$ cat src/rtl/sdm_req_gen.sv
// sdm_req_gen: per-input-port YX route computation and 4-phase request/grant
// handshake toward the switch allocator, one independent FSM per virtual circuit.
module sdm_req_gen #(
   parameter int  VCN  = 2,
   parameter int  AW   = 4,
   parameter int  PORT = 4,
   localparam int DIRN = (PORT == 1 || PORT == 3) ? 2 : 4
) (
   input  logic                clk,
   input  logic                rst_n,
   input  logic [AW-1:0]       loc_x_i,
   input  logic [AW-1:0]       loc_y_i,
   input  logic [VCN-1:0]      hd_vld_i,
   input  logic [VCN*2*AW-1:0] hd_dst_i,
   output logic [VCN-1:0]      hd_rdy_o,
   input  logic [VCN-1:0]      tail_i,
   output logic [VCN*DIRN-1:0] req_o,
   input  logic [VCN-1:0]      ack_i,
   output logic [VCN-1:0]      grant_o,
   output logic                err_o
);
   typedef enum logic [1:0] {S_IDLE, S_REQ, S_ACT, S_REL} state_e;
   // direction codes equal the port identities so the maps below stay short
   localparam logic [2:0] D_S = 3'd0, D_W = 3'd1, D_N = 3'd2, D_E = 3'd3, D_L = 3'd4, NONE = 3'd7;
   function automatic logic [4:0] route(input logic [AW-1:0] dy, dx, ly, lx);
      logic [2:0] d, idx;
      d = (dy > ly) ? D_N : (dy < ly) ? D_S : (dx > lx) ? D_E : (dx < lx) ? D_W : D_L;
      case (PORT)
         0:       idx = (d == D_S) ? NONE : d - 3'd1;
         1:       idx = (d == D_E) ? 3'd0 : (d == D_L) ? 3'd1 : NONE;
         2:       idx = (d == D_N) ? NONE : (d == D_E) ? 3'd2 : (d == D_L) ? 3'd3 : d;
         3:       idx = (d == D_W) ? 3'd0 : (d == D_L) ? 3'd1 : NONE;
         default: idx = (d == D_L) ? NONE : d;
      endcase
      return {idx != NONE, (idx < 3'd4) ? 4'b0001 << idx[1:0] : 4'b0000};
   endfunction
   logic [4:0]          rt [VCN];
   state_e              st_q [VCN], st_d [VCN];
   logic [VCN*DIRN-1:0] req_q, req_d;
   logic [VCN-1:0]      rdy_q, rdy_d, ack_m_q, ack_s_q;
   logic                err_q, err_d;
   for (genvar i = 0; i < VCN; i++) begin : g_vc
      assign rt[i] = route(hd_dst_i[i*2*AW+AW +: AW], hd_dst_i[i*2*AW +: AW], loc_y_i, loc_x_i);
      assign grant_o[i] = (st_q[i] == S_ACT);
   end
   assign hd_rdy_o = rdy_q;
   assign req_o    = req_q;
   assign err_o    = err_q;
   always_ff @(posedge clk or negedge rst_n) begin
      if (!rst_n) begin
         for (int i = 0; i < VCN; i++) st_q[i] <= S_IDLE;
         req_q   <= '0;
         rdy_q   <= '0;
         err_q   <= 1'b0;
         ack_m_q <= '0;
         ack_s_q <= '0;
      end else begin
         st_q    <= st_d;
         req_q   <= req_d;
         rdy_q   <= rdy_d;
         err_q   <= err_d;
         ack_m_q <= ack_i;
         ack_s_q <= ack_m_q;
      end
   end
   // a head still showing its hd_rdy pulse is the one just consumed, not a new one
   always_comb begin
      st_d  = st_q;
      req_d = req_q;
      rdy_d = '0;
      err_d = err_q;
      for (int i = 0; i < VCN; i++) begin
         case (st_q[i])
            S_IDLE: if (hd_vld_i[i] && !rdy_q[i]) begin
               rdy_d[i] = 1'b1;
               err_d    = err_d | ~rt[i][4];
               if (rt[i][4]) begin
                  req_d[i*DIRN +: DIRN] = rt[i][DIRN-1:0];
                  st_d[i]               = S_REQ;
               end
            end
            S_REQ: begin
               err_d = err_d | tail_i[i];
               if (ack_s_q[i]) st_d[i] = S_ACT;
            end
            S_ACT: if (tail_i[i]) begin
               req_d[i*DIRN +: DIRN] = '0;
               st_d[i]               = S_REL;
            end else if (!ack_s_q[i]) err_d = 1'b1;
            default: if (!ack_s_q[i]) st_d[i] = S_IDLE;
         endcase
      end
   end
endmodule

$ cat config.mk
export PLATFORM = sky130hd
export DESIGN_NAME = sdm_req_gen
export DESIGN_NICKNAME = d
export VERILOG_FILES = /design/src/rtl/sdm_req_gen.sv
export SDC_FILE = /design/constraint.sdc
export NUM_CORES = 1
export LEC_CHECK = 0
export BUFFER_PORTS_ARGS = -buffer_cell sky130_fd_sc_hd__buf_2
export CORE_ASPECT_RATIO = 1.5
export CORE_MARGIN = 3
export CORE_UTILIZATION = 50
export DETAILED_ROUTE_END_ITERATION = 6
export MAX_ROUTING_LAYER = met4
export PLACE_DENSITY = 0.79
export SYNTH_ARGS = -nofsm -noshare
export SYNTH_HDL_FRONTEND = slang
export SYNTH_SLANG_ARGS = --single-unit
$ cat constraint.sdc
create_clock -name clk -period 4.5 [get_ports clk]
set_input_delay 0.9 -clock clk [delete_from_list [all_inputs] [get_ports clk]]
set_output_delay 0.9 -clock clk [all_outputs]
set_load 0.01 [all_outputs]
==> results.sh <==
export IMPL_synthArstFlopShare_pct=100.0
export IMPL_antenna_found_initial=0
export IMPL_start_kind="input pin"
export IMPL_pre_cts_slack_ns=1.888
export IMPL_cts_root_buffer="clkbuf_8"
export IMPL_reg2regPathDepth=7
export IMPL_hold_path_class="register to register"
export IMPL_cts_hold_buf=0
export IMPL_cts_sinks=19
export IMPL_period_share_pct=52.36
export IMPL_row_count=23
export IMPL_dieWidth_um=49.69
export IMPL_ys_top_cells_by_area="dfrtp_1 (33%), ha_1 (21%), inv_1 (5.2%)"
export IMPL_initial_core_util_pct=52.91
export IMPL_drcViolationCount=0
export IMPL_core_area_um2=2705
export IMPL_hold_path_end="ack_s_q[0]"
export IMPL_path_max_fanout=3
export IMPL_post_cts_repair_setup_buffers=0
export IMPL_grt_max_degree=20
export IMPL_cpPeakStageDelay_ns=0.35
export IMPL_syn_instance_count=146
export IMPL_grtUsageMet1_pct=20.83
export IMPL_nFillCells=253
export IMPL_period_minus_slack_ns=2.356
export IMPL_fin_setup_tns_ns=0
export IMPL_hold_start="ack_m_q[0]"
export IMPL_crit_chain="buf_2 > inv_1 > ha_1 > a21oi_1 > a31oi_1 > a21o_1 > a31oi_1 > mux2_1"
export IMPL_clock_latency_ns=0.26
export IMPL_critical_path_top_delay_family="compound AO/OA/AOI/OAI gates"
export IMPL_drt_iter0_markers=24
export IMPL_cts_tree="built"
export IMPL_multi_input_area_um2=865.8
export IMPL_final_common_cell="buf_2"
export IMPL_pin_count=45
export IMPL_ys_seq_area_share_pct=33.22
export IMPL_skew_ns=0.005101
export IMPL_drt_wl_total_mm=3.227
export IMPL_yosysUniqueCellTypes=42
export IMPL_cts_resized=0
export IMPL_place_hpwl_mm=2.721
export IMPL_cp_slowest_cell="mux2_1"
export IMPL_antenna_left=0
export IMPL_ff_latch_area_um2=475.5
export IMPL_cp_end_kind="register"
export IMPL_p_leak_nw=0.9303
export IMPL_dr_total_vias=1267
export IMPL_status="finished, final reports clean"
export IMPL_grt_pass1_vias=1332
export IMPL_arrival_ns=2.49
export IMPL_viasPerCell=5.557
export IMPL_antenna_cells=0
export IMPL_rrSetupSlack_ns=2.57
export IMPL_cts_buffers=3
export IMPL_worst_pin_slew_ns=0.4303
export IMPL_die_height_um=71.53
export IMPL_worstHoldPathCells=0
export IMPL_syn_nets=202
export IMPL_path_class="input pin to register"
export IMPL_yosysWarnings=0
export IMPL_globalplace_congestion=0.9176
export IMPL_hold_viol=0
export IMPL_yosysTopAreaCellShare_pct=33.22
export IMPL_setup_viol=0
export IMPL_cts_buffer_depth=2
export IMPL_critPathRequiredTime_ns=4.63
export IMPL_setup_slack_ns=2.144
export IMPL_synth_seq_cells=19
export IMPL_rsz0062_at_grt="false"
export IMPL_numPortBuffers=44
export IMPL_layout_common_cells="buf_2 (44), ha_1 (24), inv_1 (20), dfrtp_1 (19), a21oi_1 (9)"
export IMPL_layout_nets=248
export IMPL_critPathMostFrequentCell="a31oi_1"
export IMPL_grt_pass1_wl_mm=5.451
export IMPL_r2r_end="st_q[3]"
export IMPL_yosys_area_top_type="dfrtp_1"
export IMPL_drive_above_1_share_pct=29.84
export IMPL_maxSlewHeadroom_pct=71.01
export IMPL_crit_buf_inv=2
export IMPL_use_met3_pct=2.495
export IMPL_track_usage_pct=19.79
export IMPL_avgSynthCellArea_um2=9.804
export IMPL_r2r_start="st_q[2]"
export IMPL_pwr_density_cell_nw_per_um2=470.7
export IMPL_area_growth_pct=20.80
export IMPL_maxSlewViolCount=0
export IMPL_clk_pin_slew_worst_paths_ns=0.07
export IMPL_die_area_um2=3554
export IMPL_syn_area_um2=1431
export IMPL_max_freq_mhz=424.4
export IMPL_htree_levels=1
export IMPL_firstDrtPassIters=6
export IMPL_synth_ff_type="dfrtp_1"
export IMPL_top_usage_layer="met2"
export IMPL_drv_cap=0
export IMPL_peakVddDrop_uv=361.4
export IMPL_wl_per_cell_um=14.15
export IMPL_startpoint="loc_x_i[3]"
export IMPL_gr_usage_met2_pct=36.38
export IMPL_synth_edff_count=0
export IMPL_grt_ovfl_total=0
==> worst max path at each step <==
| stage | to | slack (ns) | cells after the start |
|---|---|---|---|
| after floorplan | st_q[3] | 2.15 | 7 |
| after global placement | st_q[3] | 1.99 | 8 |
| after detailed placement | st_q[3] | 1.89 | 8 |
| after CTS | st_q[3] | 2.16 | 8 |
| after global routing | st_q[3] | 2.04 | 8 |
| final | st_q[3] | 2.14 | 8 |
==> state kept, by name, indices dropped and copies added, names as in the netlist <==
signal,flops
st_q,4
err_o,1
ack_s_q,2
hd_rdy_o,2
ack_m_q,2
req_o,8
==> cell families after synthesis <==
group / after synthesis / synth area share (%)
AO/OA/AOI/OAI: 36 / 17.31
adder cells (fa/ha/maj): 24 / 20.98
buffers and inverters: 23 / 6.293
flip-flops: 19 / 33.22
multiplexers: 8 / 6.381
AND/OR/NAND/NOR: 36 / 15.82
==> cells in the mapped netlist (all sizes together) (3+ instances only) <==
cell / count
inv: 20
a21oi: 9
nor4: 3
a31oi: 4
mux2: 6
nand2: 5
nand4: 4
nand2b: 6
nor2b: 4
and4: 3
dfrtp: 19
ha: 24
o21ai: 7
nor2: 3
==> final cells by class <==
type	count	area share, %
flip-flops and latches	19	27.50
well taps	37	2.677
clock buffers	3	2.388
multi-input cells	104	50.07
clock inverters	1	0.2894
inverters	20	4.342
repair buffers	44	12.74
==> metrics by stage <==
step                area (um^2)  total power (W)  hold slack (ns)  instances  utilization [%]
floorplan                  1431        0.0005735           0.3312        146                -
global placement           1683        0.0006743           0.3331        224            62.21
detailed placement         1683        0.0006966           0.3404        224            62.21
CTS                        1729        0.0008185           0.3577        228            63.92
global route               1729        0.0008845           0.3687        228            63.92
finish                     1729        0.0008139           0.3529        228            63.92
==> layer usage <==
metal | routed length, um | part of all wire [%] | up-vias
met4 | 42 | 1.3 | 0
li1 | - | - | 622
met3 | 190 | 5.9 | 6
met2 | 1777 | 55 | 45
met5 | 0 | 0 | -
met1 | 1217 | 38 | 594
==> power breakdown <==
part / total, W / switching [W] / internal, W
Clock: 0.000117 / 0.0000556 / 0.0000615
Combinational: 0.000438 / 0.000236 / 0.000201
Sequential: 0.000259 / 0.0000368 / 0.000222
(Power assumes the default switching activity.)
